<file path="src/rtl/vram_access_ctrl.sv">
// Arbiter and rectangle-fill sequencer in front of the GPU's CPU-side VRAM port.
// CPU accesses always win; the fill engine writes one pixel per idle port cycle.
module vram_access_ctrl #(
    parameter int unsigned H_RES  = 200,
    parameter int unsigned V_RES  = 150,
    parameter int unsigned DATA_W = 8
) (
    input  logic              clk,
    input  logic              rst_n,
    input  logic              cpu_we_i,
    input  logic              cpu_re_i,
    input  logic [15:0]       cpu_addr_i,
    input  logic [DATA_W-1:0] cpu_data_i,
    input  logic [DATA_W-1:0] cpu_rdata_i,
    output logic [DATA_W-1:0] cpu_rdata_o,
    output logic              cpu_rvalid_o,
    input  logic              fill_start_i,
    input  logic              fill_abort_i,
    input  logic [7:0]        fill_x0_i,
    input  logic [7:0]        fill_x1_i,
    input  logic [7:0]        fill_y0_i,
    input  logic [7:0]        fill_y1_i,
    input  logic [DATA_W-1:0] fill_color_i,
    output logic              fill_busy_o,
    output logic              fill_done_o,
    output logic              fill_err_o,
    output logic              vram_we_o,
    output logic              vram_re_o,
    output logic [15:0]       vram_addr_o,
    output logic [DATA_W-1:0] vram_data_o
);

    typedef enum logic [1:0] {
        IDLE,
        FILL,
        DONE
    } state_t;

    state_t state, state_nxt;

    logic [7:0]        x, y;
    logic [7:0]        x0_r, x1_r, y1_r;
    logic [DATA_W-1:0] color_r;

    logic              cpu_req;
    logic              req_valid;
    logic              start_ok;
    logic              fill_step;
    logic              last_px;

    logic              we_d, re_d, err_d;
    logic [15:0]       addr_d;
    logic [DATA_W-1:0] data_d;

    assign cpu_req   = cpu_we_i | cpu_re_i;
    assign req_valid = (fill_x0_i <= fill_x1_i) && (32'(fill_x1_i) < H_RES) &&
                       (fill_y0_i <= fill_y1_i) && (32'(fill_y1_i) < V_RES);
    assign start_ok  = (state == IDLE) && fill_start_i && req_valid;
    // A fill slot exists only when the CPU leaves the port free and no abort is pending.
    assign fill_step = (state == FILL) && !fill_abort_i && !cpu_req;
    assign last_px   = (x == x1_r) && (y == y1_r);

    always_ff @(posedge clk or negedge rst_n) begin
        if (!rst_n) begin
            state <= IDLE;
        end else begin
            state <= state_nxt;
        end
    end

    always_comb begin
        state_nxt = state;
        unique case (state)
            IDLE: if (start_ok) state_nxt = FILL;
            FILL: begin
                if (fill_abort_i) begin
                    state_nxt = IDLE;
                end else if (fill_step && last_px) begin
                    state_nxt = DONE;
                end
            end
            DONE:    state_nxt = IDLE;
            default: state_nxt = IDLE;
        endcase
    end

    always_ff @(posedge clk or negedge rst_n) begin
        if (!rst_n) begin
            x       <= '0;
            y       <= '0;
            x0_r    <= '0;
            x1_r    <= '0;
            y1_r    <= '0;
            color_r <= '0;
        end else if (start_ok) begin
            x       <= fill_x0_i;
            y       <= fill_y0_i;
            x0_r    <= fill_x0_i;
            x1_r    <= fill_x1_i;
            y1_r    <= fill_y1_i;
            color_r <= fill_color_i;
        end else if (fill_step) begin
            if (x == x1_r) begin
                x <= x0_r;
                y <= y + 8'd1;
            end else begin
                x <= x + 8'd1;
            end
        end
    end

    always_comb begin
        we_d   = 1'b0;
        re_d   = 1'b0;
        addr_d = '0;
        data_d = '0;
        err_d  = (state == IDLE) && fill_start_i && !req_valid;
        if (cpu_we_i) begin
            we_d   = 1'b1;
            addr_d = cpu_addr_i;
            data_d = cpu_data_i;
        end else if (cpu_re_i) begin
            re_d   = 1'b1;
            addr_d = cpu_addr_i;
        end else if (fill_step) begin
            we_d   = 1'b1;
            addr_d = {y, x};
            data_d = color_r;
        end
    end

    // Read data comes back one cycle after vram_re_o, so rvalid is just a delayed copy.
    always_ff @(posedge clk or negedge rst_n) begin
        if (!rst_n) begin
            vram_we_o    <= 1'b0;
            vram_re_o    <= 1'b0;
            vram_addr_o  <= '0;
            vram_data_o  <= '0;
            fill_err_o   <= 1'b0;
            cpu_rvalid_o <= 1'b0;
        end else begin
            vram_we_o    <= we_d;
            vram_re_o    <= re_d;
            vram_addr_o  <= addr_d;
            vram_data_o  <= data_d;
            fill_err_o   <= err_d;
            cpu_rvalid_o <= vram_re_o;
        end
    end

    assign cpu_rdata_o = cpu_rdata_i;
    assign fill_busy_o = (state != IDLE);
    assign fill_done_o = (state == DONE);

endmodule

</file>
<file path="config.mk">
export PLATFORM = sky130hd
export DESIGN_NAME = vram_access_ctrl
export DESIGN_NICKNAME = d
export VERILOG_FILES = /design/src/rtl/vram_access_ctrl.sv
export SDC_FILE = /design/constraint.sdc
export NUM_CORES = 1
export LEC_CHECK = 0
export BUFFER_PORTS_ARGS = -buffer_cell sky130_fd_sc_hd__buf_2
export CAP_MARGIN = 20
export CORE_AREA = 2 2 95 97
export DETAILED_ROUTE_END_ITERATION = 7
export DIE_AREA = 0 0 97 99
export PLACE_DENSITY = 0.75
export SYNTH_ARGS = -nofsm -noshare
export SYNTH_HDL_FRONTEND = slang
export SYNTH_SLANG_ARGS = --single-unit
</file>
<file path="constraint.sdc">
create_clock -name clk -period 1.98 [get_ports clk]
set_input_delay 0 -clock clk [delete_from_list [all_inputs] [get_ports clk]]
set_output_delay 0 -clock clk [all_outputs]
set_load 0.05 [all_outputs]
</file>
; Word-level counts from Yosys, hierarchy flattened
; Index checks and enable logic that the tools add are counted.
[op_classes]
div_mod_pow = 0
addsub = 2
n_mux = 21
shifts = 0
n_reduce_logical = 19
n_bitwise = 1
eq_ne = 6
magnitude_cmp = 4
n_mul = 0
[op_table]
columns = operator, count
row1 = $mux 8, 9
row2 = $mux 16, 3
row3 = $add 8x1->8 const B, 2
row4 = $eq 8x8->1, 2
row5 = $le 8x8->1, 2
row6 = $lt 8x8->1 const B, 2
row7 = $logic_and 1x1->1, 10
row8 = $mux 2, 3
row9 = $reduce_bool 2->1, 3
row10 = $mux 1, 5
row11 = $pmux 2 s2, 1
row12 = $reduce_and 2->1, 2
row13 = $logic_not 1->1, 3
row14 = $ne 3x2->1 const B, 1
row15 = $eq 2x1->1 const B, 1
row16 = $eq 2x2->1 const B, 1
row17 = $logic_not 2->1, 1
row18 = $ne 2x2->1 const B, 1
row19 = $or 1x1->1, 1
[totals]
inputBits = 78
ram_bits = 0
out_inout_bits = 38
ff_bits = 78
latch_bits = 0
word_cells = 66
mem_count = 0
mem_bits_ro = 0

; Depth between registers and ports, before layout
; Gate-level depths: netlist of the first run.
[logic_depth]
word_depth = 7
depth_mapped = 10
depth_no_buf = 8

; Worst setup path after synthesis of the first run
; Ideal clock, no wire load.
[synth_timing]
kind = reg2reg
start = register state[1]
end = register y[7]
path_stages_with_launch = 7
synth_period_minus_slack_ns = 2.093
setup_ns = 0.124
t_required_ns = 1.856
setup_slack_ns = -0.113
path_buffers = 1
arrival_ns = 1.969
path_cell_list = dfrtp_1 -> or3b_4 -> or2_0 -> buf_6 -> or4_4 -> o211a_1 -> a211o_1
[synth_between]
elab_chain_cells = 5
word_cells_on_any_way = 10
cone_classes = eq/ne (1) / mux (1) / reduce/logical (8)
[synth_lines]
columns = item, line_no
row1 = start: declaration, 39  ; state_t state, state_nxt;
row2 = start signal: assignment, 67  ; state <= state_nxt;
row3 = $eq 2x1->1 / $logic_not 2->1 (equally long branches), "60, 58"
row4 = $logic_and 1x1->1 (on tied branches) (2 in series), "60, 58"
row5 = $reduce_bool 2->1 (no line), -
row6 = $reduce_and 2->1 (no line), -
row7 = end signal: assignment, 97  ; y <= fill_y0_i;
row8 = end signal: assignment, 105  ; y <= y + 8'd1;
row9 = end: declaration, 41  ; logic [7:0] x, y;
; Several ways; a longest one is shown, not always the timed one.
; A chain may end at the register's enable or synchronous reset.

; Worst setup path after layout of the first run
[layout_timing]
start = register x1_r[3]
end = register y[7]
[layout_between]
elab_chain_cells = 3
[layout_lines]
columns = item, line_no
row1 = start: declaration, 42  ; logic [7:0] x0_r, x1_r, y1_r;
row2 = start signal: assignment, 99  ; x1_r <= fill_x1_i;
row3 = $eq 8x8->1, 103  ; if (x == x1_r) begin
row4 = $reduce_bool 2->1 (no line), -
row5 = $reduce_and 2->1 (no line), -
; No other way between the ends.

==> results of run 1 <==
-- critical path: stages (launching register included) --
cell     delay (ns)
dfrtp_1        0.40
xor2_1         0.17
nor4_2         0.37
nand2_1        0.13
or4_4          0.54
o211a_1        0.16
a211o_1        0.22
-- kinds of logic after synthesis --
group,after synthesis,share of synthesized area (%)
flip-flops,78,49.9
AO/OA/AOI/OAI,65,13.2
AND/OR/NAND/NOR,58,8.29
buffers and inverters,46,5.69
multiplexers,38,10.9
XOR/XNOR,28,6.27
adder cells (fa/ha/maj),18,5.76
-- routing by layer --
layer	vias to the layer above	global-route usage, %	wire (µm)
met3	36	4.18	543
li1	1578	-	-
met4	0	11.6	359
met5	-	0	0
met1	1665	27.6	4610
met2	131	40.2	5650
-- what timing repair did --
| item | CTS | global route |
|---|---|---|
| cloned | 0 | 0 |
| hold buffers | 64 | 1 |
| setup buffers | 0 | 1 |
| endpoints found under the hold margin | 111 | 1 |
| pin swaps | 0 | 4 |
| gates resized for setup | 3 | 12 |
| endpoints found under the setup margin | 5 | 8 |
-- Yosys cell counts (all sizes together) (2+ instances only) --
| library cell | instances | area share (%) |
|---|---|---|
| a211oi | 7 | 1.3 |
| a21oi | 9 | 1.2 |
| a221o | 8 | 2.0 |
| a22o | 24 | 5.4 |
| a311oi | 2 | 0.45 |
| and3 | 3 | 0.48 |
| buf | 17 | 2.9 |
| clkbuf | 8 | 0.77 |
| dfrtp | 78 | 50 |
| ha | 18 | 5.8 |
| inv | 21 | 2.0 |
| mux2 | 37 | 11 |
| nand2 | 3 | 0.29 |
| nand3 | 15 | 1.9 |
| nand4 | 6 | 0.96 |
| nor2 | 15 | 1.5 |
| nor2b | 3 | 0.48 |
| nor3 | 3 | 0.38 |
| nor4 | 2 | 0.64 |
| o211ai | 4 | 0.77 |
| o21ai | 4 | 0.51 |
| or2 | 3 | 0.48 |
| xnor2 | 13 | 2.9 |
| xor2 | 15 | 3.4 |
-- where the power goes --
group	switching [mW]	total (mW)	internal, mW	leakage, nW
Combinational	0.920	1.91	0.995	1.68
Sequential	0.434	2.49	2.05	0.956
Clock	0.591	1.43	0.838	0.121
-- metrics by stage --
stage | hold slack [ns] | setup WS [ns]
floorplan | -0.296 | -0.0640
global placement | 0.000341 | -0.148
detailed placement | 0.000341 | -0.183
CTS | 0.000341 | -0.0984
global route | 0.0000718 | -0.226
finish | 0.0000193 | -0.126
-- placed cells by master (no fill, tap or decap), types with 4 or more instances in the layout --
cell type,synthesis,routed
dlygate4sd3_1,0,65
xor2_1,15,14
xnor2_1,13,13
nand4_1,6,6
buf_4,9,38
ha_1,18,18
a22o_1,24,24
a211oi_1,7,7
inv_1,21,21
nand3_1,15,14
buf_2,7,98
a221o_1,8,8
mux2_2,30,29
o211ai_1,4,4
nor2_1,14,11
a21oi_1,9,9
clkbuf_8,0,9
mux2_1,7,7
dfrtp_1,78,78
-- worst max-delay path by stage --
stage,endpoint,start,depth (start not counted)
4_1_cts,y[7],x1_r[3],6
3_5_place_dp,y1_r[1],fill_y1_i[7],10
6_report,y[7],x1_r[3],6
3_3_place_gp,y1_r[1],fill_y1_i[7],10
2_1_floorplan,y[7],x[3],6
5_1_grt,y[7],x1_r[3],6
-- registers in the layout, summed over array words and instances (netlist names) --
signal,flops
vram_addr_o,16
color_r,8
vram_data_o,8
x0_r,8
x1_r,8
x,8
y1_r,8
y,8
state,2
cpu_rvalid_o,1
fill_err_o,1
vram_re_o,1
vram_we_o,1
-- cell type report --
cell class	count	area, µm²	share of cell area [%]
sequential	78	1950	34.3
multi-input combinational	207	1810	31.7
timing repair buffer	205	1490	26.1
tap	108	135	2.37
clock buffer	10	128	2.24
clock inverter	6	109	1.91
inverter	21	78.8	1.38
==> metrics.csv, run 1 <==
stage,metric,value,unit
power,Pwr per Cell Area,1020,mW/mm²
placement,final RePlAce weighted congestion,0.906,
layout,# fillers,620,
floorplanning,Core Region,0.00855,mm²
power,Pwr Total,5.83,mW
routing,first-pass iteration count of the detailed router,4,
placement,Placed Instances,553,
timing,final worst slack,-0.126,ns
synthesis,unique cell type count in the Yosys netlist,43,
synthesis,Post-Syn Instances,331,
cts,Sink Count,78,
setup_path,Worst Setup Start Kind,register,
global_routing,GRT overflow,0,
layout,Nets,618,
global_routing,first-pass GRT wire length,17700,µm
worst_hold_path,class of the worst hold path,input port to output port,
synthesis,mapped cell area,0.00391,mm²
timing,fin crit share,106,%
setup_path,CP endpoint kind,register,
status,failing checks,negative setup slack,
layout,Diodes inserted,0,
layout,fin util,66.6,%
synthesis,flop and latch count out of synthesis,78,
placement,Post-DP HPWL,7090,µm
setup_path,Worst Path Max Fanout,2,
placement,Post-DP Area,0.00473,mm²
timing,minimum clock period after layout,2.11,ns
timing,endpoints failing hold,0,
floorplanning,Rows,34,
setup_path,WP data arrival,2.34,ns
cts,Worst-path clk slew,0.08,ns
layout,share of cells above drive strength 1,37.8,%
timing,setup TNS,-0.126,ns
global_routing,Total GRT Usage,23.1,%
cts,CTS Root Cell,clkbuf_8,
routing,Avg Vias per Cell,5.37,
status,status,finished with violations,
synthesis,Post-Syn Area per Cell,11.8,µm²
synthesis,asr flop ratio synth,100,%
timing,slew at the pin closest to its max-slew limit,0.728,ns
routing,via count,3410,
setup_path,Reg2Reg Capture Point,y[7],
setup_path,worst r2r src,x1_r[3],
global_routing,largest net degree at the start of global routing,45,
cts,clock buffer depth,2,
cts,CTS tree,done,
worst_hold_path,min-delay src,cpu_rdata_i[6],
setup_path,Reg2Reg Depth,6,
floorplanning,die height,99,µm
timing,"Setup violations, final",1,
routing,Starting DRT DRC Count,185,
layout,design area,0.00570,mm²
cts,CTS buffer count,9,
setup_path,reg2reg setup slack,-0.13,ns
timing,Setup Skew,0.00811,ns
routing,routed len/inst,17.6,µm
synthesis,Post-synth EDFFs,0,
synthesis,Post-synth top flop,dfrtp_1,
synthesis,YS warnings,0,
global_routing,initial antenna violation count,0,
synthesis,"Seq/Total Area, Yosys",49.9,%
floorplanning,Die ar.,0.00960,mm²
setup_path,Worst EP required,2.21,ns
routing,DRC viols,0,
synthesis,Mapped Nets,427,
power,static leakage,2.75,nW
floorplanning,Die W,97,µm
power,Worst VDD drop,0.462,mV
layout,Finished Layout Cells,635,
layout,Area Growth Syn to Fin,45.6,%
timing,RSZ-0062 raised after global routing,true,
floorplanning,Initial Util,45.7,%
timing,"Slew Viols, Final",0,
global_routing,number of global-route vias before repair,3705,
timing,Max Freq,475,MHz
placement,# port buffers,99,
floorplanning,I/O Pins,116,
timing,Slew headroom,51.5,%
worst_hold_path,hold endpoint,cpu_rdata_o[6],
flow_run,max-capacitance violation count,0,
routing,Antenna Violating Nets Remaining,0,
worst_hold_path,Hold Path Cell Cnt,0,
cts,CTS H-Tree Depth,3,
cts,latest clock arrival within the worst-skew pair,0.35,ns
setup_path,worst setup path class,register to register,
routing,WL final,11200,µm
No activity file was read; power rests on OpenSTA's default activity.
==> run 2: changes to the inputs <==
--- a/config.mk
+++ b/config.mk
@@ -7,10 +7,11 @@
 export LEC_CHECK = 0
 export BUFFER_PORTS_ARGS = -buffer_cell sky130_fd_sc_hd__buf_2
 export CAP_MARGIN = 20
-export CORE_AREA = 2 2 95 97
+export CORE_AREA = 2 2 90 92
 export DETAILED_ROUTE_END_ITERATION = 7
-export DIE_AREA = 0 0 97 99
-export PLACE_DENSITY = 0.75
+export DIE_AREA = 0 0 92 94
+export PLACE_DENSITY = 0.79
+export RECOVER_POWER = 25
 export SYNTH_ARGS = -nofsm -noshare
 export SYNTH_HDL_FRONTEND = slang
 export SYNTH_SLANG_ARGS = --single-unit
==> constraint.sdc (replaced) <==
create_clock -name clk -period 2.13 [get_ports clk]
set_input_delay 0 -clock clk [delete_from_list [all_inputs] [get_ports clk]]
set_output_delay 0 -clock clk [all_outputs]
set_load 0.05 [all_outputs]
==> run 2 against run 1 <==
Effect of this change: the flow now finishes without violations; clock power down 4%; via count down 1.5%; register-to-register slack better by 0.17 ns; non-clock buffer count down 14; cell count down 3.1%; first-iteration DRC count up 19%; critical path type is now input port to register; critical endpoint is now color_r[4]; largest cell class unchanged.
==> metrics.csv, run 2 (synthesis results as in run 1) <==
stage,metric,value,unit
layout,# fillers,514,
floorplanning,Die W,92,µm
setup_path,Worst EP required,2.37,ns
placement,# port buffers,99,
global_routing,GRT overflow,0,
layout,max reg flops,16,
timing,Max Freq,475,MHz
placement,final RePlAce weighted congestion,0.864,
setup_path,Worst Setup Start Kind,input port,
worst_hold_path,min-delay src,cpu_rdata_i[0],
routing,via count,3359,
setup_path,Reg2Reg Capture Point,y[7],
global_routing,Total GRT Usage,25.0,%
layout,Multi-input gate area,0.00178,mm²
layout,Nets,604,
worst_hold_path,hold endpoint,cpu_rdata_o[0],
setup_path,reg2reg setup slack,0.04,ns
routing,Antenna Violating Nets Remaining,0,
timing,minimum clock period after layout,2.10,ns
routing,first-pass iteration count of the detailed router,4,
routing,routed len/inst,18.2,µm
layout,"commonest non-fill, non-tap cell in the layout",buf_2,
floorplanning,I/O Pins,116,
timing,"Slew Viols, Final",0,
floorplanning,Rows,32,
timing,slew at the pin closest to its max-slew limit,0.935,ns
timing,Setup Skew,0.00767,ns
routing,Starting DRT DRC Count,221,
flow_run,max-capacitance violation count,0,
global_routing,initial antenna violation count,0,
worst_hold_path,Hold Path Cell Cnt,0,
global_routing,number of global-route vias before repair,3310,
floorplanning,die height,94,µm
layout,"commonest cells after routing, fill and taps aside","buf_2 (99), dfrtp_1 (78), dlygate4sd3_1 (69), mux2_2 (30), a22o_1 (24)",
status,status,"complete, no violations",
setup_path,worst setup path class,input port to register,
cts,clock buffer depth,2,
layout,register with the most flip-flops,vram_addr_o,
worst_hold_path,class of the worst hold path,input port to output port,
timing,fin crit share,98.8,%
routing,WL final,11200,µm
global_routing,largest net degree at the start of global routing,42,
layout,share of cells above drive strength 1,35.3,%
timing,setup TNS,0,ns
layout,register area,0.00195,mm²
timing,endpoints failing hold,0,
power,Pwr per Cell Area,968,mW/mm²
cts,CTS buffer count,9,
placement,Placed Instances,524,
cts,CTS tree,done,
setup_path,worst r2r src,x[3],
cts,latest clock arrival within the worst-skew pair,0.36,ns
layout,Area Growth Syn to Fin,43.3,%
setup_path,WP data arrival,2.34,ns
layout,Finished Layout Cells,615,
cts,Sink Count,78,
routing,DRC viols,0,
floorplanning,Core Region,0.00761,mm²
floorplanning,Initial Util,51.4,%
cts,CTS Root Cell,clkbuf_8,
cts,CTS H-Tree Depth,3,
routing,Avg Vias per Cell,5.46,
floorplanning,Die ar.,0.00865,mm²
power,Worst VDD drop,0.455,mV
layout,Diodes inserted,0,
power,static leakage,2.67,nW
global_routing,first-pass GRT wire length,16400,µm
cts,Worst-path clk slew,0.07,ns
timing,Slew headroom,37.7,%
setup_path,Reg2Reg Depth,6,
setup_path,Worst Path Max Fanout,12,
timing,"Setup violations, final",0,
placement,Post-DP HPWL,6840,µm
timing,hold_ws,0.0000220,ns
setup_path,CP endpoint kind,register,
run 2: cell type report:
class	count	share of cell area (%)
inverter	21	1.41
timing repair buffer	191	25.3
tap	102	2.28
clock buffer	10	2.46
multi-input combinational	207	31.8
sequential	78	34.8
clock inverter	6	1.94
run 2: power breakdown:
| group | internal, mW | switching (mW) |
|---|---|---|
| logic | 0.899 | 0.845 |
| registers | 1.91 | 0.400 |
| clock network | 0.808 | 0.563 |
| total | 3.61 | 1.81 |
run 2: through the flow:
stage          setup slack [ns]  util (%)  power (mW)  area (µm²)
4_1_cts                 0.00975      72.3        5.30        5500
6_report                 0.0260      73.7        5.42        5600
5_1_grt                -0.00385      73.7        5.67        5600
3_5_place_dp            -0.0108      60.0        3.83        4570
3_3_place_gp             0.0544      60.0        3.76        4570
2_1_floorplan            0.0371         -        3.32        3910
run 2: layer usage:
layer	wire length, µm	up-vias	part of all wire, %	track usage (%)
met3	735	24	6.5	4.49
met5	0	-	0	0
met4	226	0	2.0	9.70
met1	4650	1631	41	31.6
met2	5620	153	50	42.7
li1	-	1551	-	-
run 2: what timing repair did:
item | 4_1_cts | 5_1_grt
gates resized for setup | 0 | 6
endpoints found under the setup margin | 0 | 47
hold endpoints to repair | 112 | 0
hold buffers | 69 | 0
setup buffers | 0 | 4
run 2: how the worst max path moves through the flow:
stage / start / endpoint
2_1_floorplan: state[1] / y[7]
3_3_place_gp: fill_y1_i[7] / color_r[5]
4_1_cts: fill_x1_i[6] / x1_r[1]
5_1_grt: fill_x0_i[2] / color_r[3]
6_report: fill_x0_i[2] / color_r[4]
3_5_place_dp: fill_y1_i[7] / x1_r[1]
run 2: worst max-delay path, cell delays in order:
cell	delay, ns
dlygate4sd3_1	0.54
buf_2	0.15
ha_1	0.31
o211ai_1	0.09
a21oi_1	0.11
o32a_1	0.35
nor2_4	0.13
buf_4	0.16
buf_12	0.15
mux2_2	0.34
==> run 3: changes to the inputs <==
--- a/config.mk
+++ b/config.mk
@@ -7,10 +7,11 @@
 export LEC_CHECK = 0
 export BUFFER_PORTS_ARGS = -buffer_cell sky130_fd_sc_hd__buf_2
 export CAP_MARGIN = 20
-export CORE_AREA = 2 2 90 92
+export CORE_AREA = 2 2 89 91
+export CTS_BUF_LIST = sky130_fd_sc_hd__clkbuf_2
 export DETAILED_ROUTE_END_ITERATION = 7
-export DIE_AREA = 0 0 92 94
-export PLACE_DENSITY = 0.79
+export DIE_AREA = 0 0 91 93
+export PLACE_DENSITY = 0.81
 export RECOVER_POWER = 25
 export SYNTH_ARGS = -nofsm -noshare
 export SYNTH_HDL_FRONTEND = slang
==> run 3 against run 2 <==
Effect of this change: the flow now finishes with violations (negative setup slack); maximum frequency decreased by 2.5%; largest cell class unchanged; critical path type is now register to register; critical path depth decreased by 4; die area decreased by 2.1%; hold slack about the same; critical endpoint is now y[7].
==> metrics.csv, run 3 (synthesis results as in run 1) <==
stage,metric,value,unit
global_routing,Total GRT Usage,27.4,%
layout,Multi-input gate area,0.00186,mm²
power,Worst VDD drop,0.442,mV
floorplanning,Initial Util,52.0,%
routing,first-pass iteration count of the detailed router,5,
global_routing,first-pass GRT wire length,18200,µm
setup_path,Worst EP required,2.56,ns
layout,Diodes inserted,0,
setup_path,Reg2Reg Capture Point,y[7],
layout,register area,0.00195,mm²
floorplanning,Core Region,0.00753,mm²
cts,CTS Root Cell,clkbuf_2,
timing,"Slew Viols, Final",0,
layout,fin util,76.0,%
flow_run,max-capacitance violation count,0,
layout,max reg flops,16,
timing,minimum clock period after layout,2.16,ns
floorplanning,Die ar.,0.00846,mm²
cts,CTS H-Tree Depth,3,
timing,final worst slack,-0.0272,ns
worst_hold_path,class of the worst hold path,input port to output port,
layout,"commonest cells after routing, fill and taps aside","buf_2 (86), dlygate4sd3_1 (79), dfrtp_1 (78), mux2_2 (30), a22o_1 (24)",
layout,# fillers,466,
setup_path,CP endpoint kind,register,
layout,register with the most flip-flops,vram_addr_o,
routing,Avg Vias per Cell,5.80,
routing,routed len/inst,19.9,µm
setup_path,reg2reg setup slack,-0.03,ns
timing,slew at the pin closest to its max-slew limit,0.847,ns
floorplanning,die height,93,µm
setup_path,Worst Path Max Fanout,2,
worst_hold_path,Hold Path Cell Cnt,0,
setup_path,worst r2r src,x1_r[6],
setup_path,WP data arrival,2.58,ns
timing,RSZ-0062 raised after global routing,true,
timing,endpoints failing hold,0,
setup_path,Reg2Reg Depth,6,
cts,CTS buffer count,9,
status,status,finished with violations,
placement,Post-DP Area,0.00457,mm²
global_routing,initial antenna violation count,0,
routing,via count,3605,
placement,Post-DP HPWL,6750,µm
power,static leakage,2.72,nW
timing,Slew headroom,43.5,%
power,Pwr per Cell Area,886,mW/mm²
timing,Setup Skew,0.0214,ns
routing,Antenna Violating Nets Remaining,0,
worst_hold_path,min-delay src,cpu_rdata_i[7],
layout,Area Growth Syn to Fin,46.4,%
layout,Finished Layout Cells,622,
floorplanning,Die W,91,µm
floorplanning,Rows,32,
cts,CTS tree,done,
layout,Nets,612,
timing,"Setup violations, final",7,
global_routing,largest net degree at the start of global routing,45,
layout,"commonest non-fill, non-tap cell in the layout",buf_2,
routing,DRC viols,0,
cts,clock buffer depth,2,
status,failing checks,negative setup slack,
global_routing,number of global-route vias before repair,3641,
routing,Starting DRT DRC Count,469,
cts,Worst-path clk slew,0.22,ns
timing,Max Freq,464,MHz
cts,Sink Count,78,
timing,fin crit share,101,%
setup_path,Worst Setup Start Kind,register,
placement,# port buffers,99,
global_routing,GRT overflow,0,
layout,design area,0.00572,mm²
worst_hold_path,hold endpoint,cpu_rdata_o[7],
layout,share of cells above drive strength 1,35.4,%
routing,WL final,12300,µm
floorplanning,I/O Pins,116,
setup_path,worst setup path class,register to register,
cts,latest clock arrival within the worst-skew pair,0.53,ns
placement,Placed Instances,524,
placement,final RePlAce weighted congestion,1.00,
run 3: cell count changes in the layout (fill, tap and decap cells not counted), moves of 3 or more:
| cell | delta |
|---|---|
| inv_1 | -3 |
| clkbuf_2 | +9 |
| buf_2 | -13 |
| ha_4 | +5 |
| buf_4 | +3 |
| clkbuf_8 | -10 |
| ha_1 | -5 |
| dlymetal6s4s_1 | +5 |
| inv_2 | +3 |
| dlygate4sd3_1 | +10 |
run 3: where the power goes:
group / switching [mW] / leakage [nW] / internal [mW] / total, mW
logic: 0.886 / 1.68 / 0.942 / 1.83
clock network: 0.545 / 0.0798 / 0.383 / 0.928
registers: 0.411 / 0.956 / 1.90 / 2.31
run 3: layer usage:
metal  part of all wire (%)  vias up  track usage (%)  wire, µm
met2                     51      232             48.8      6310
li1                       -     1562                -         -
met1                     38     1763             33.4      4750
met3                    7.9       48             5.56       972
met5                      0        -                0         0
met4                    2.5        0             8.96       309
run 3: timing repair:
action	4_1_cts	5_1_grt
hold endpoints to repair	154	5
setup endpoints to repair	0	55
resized for setup	0	25
buffers inserted	0	8
hold buffers	80	5
run 3: stage by stage:
stage,setup WS (ns),hold slack (ns),setup TNS (ns),power [mW]
floorplan,0.0371,-0.296,0,3.32
global placement,0.0125,-0.0300,0,3.75
detailed placement,-0.0460,-0.0184,-0.592,3.83
CTS,0.0163,0.000341,0,4.84
global route,-0.0864,0.0000775,-0.451,5.32
finish,-0.0272,0.0000193,-0.0741,5.07
run 3: worst max-delay path by stage:
stage / start / endpoint / cells past startpoint
2_1_floorplan: state[1] / y[7] / 6
3_3_place_gp: fill_y1_i[7] / y1_r[3] / 10
3_5_place_dp: fill_y1_i[5] / color_r[2] / 10
4_1_cts: fill_x0_i[5] / color_r[2] / 10
5_1_grt: x1_r[0] / y[7] / 6
6_report: x1_r[6] / y[7] / 6
run 3: cell type report:
type / count / area share [%]
Inverter: 21 / 1.38
Sequential cell: 78 / 34.1
Multi-Input combinational cell: 207 / 32.5
Timing Repair Buffer: 199 / 27.5
Tap cell: 102 / 2.23
Clock inverter: 6 / 1.51
Clock buffer: 9 / 0.787
run 3: critical path, stage by stage (launching register included):
cell     delay [ns]
dfrtp_1        0.45
xor2_1         0.17
nor4_2         0.42
nand2_1        0.13
or4_4          0.50
o211a_1        0.16
a211o_1        0.22
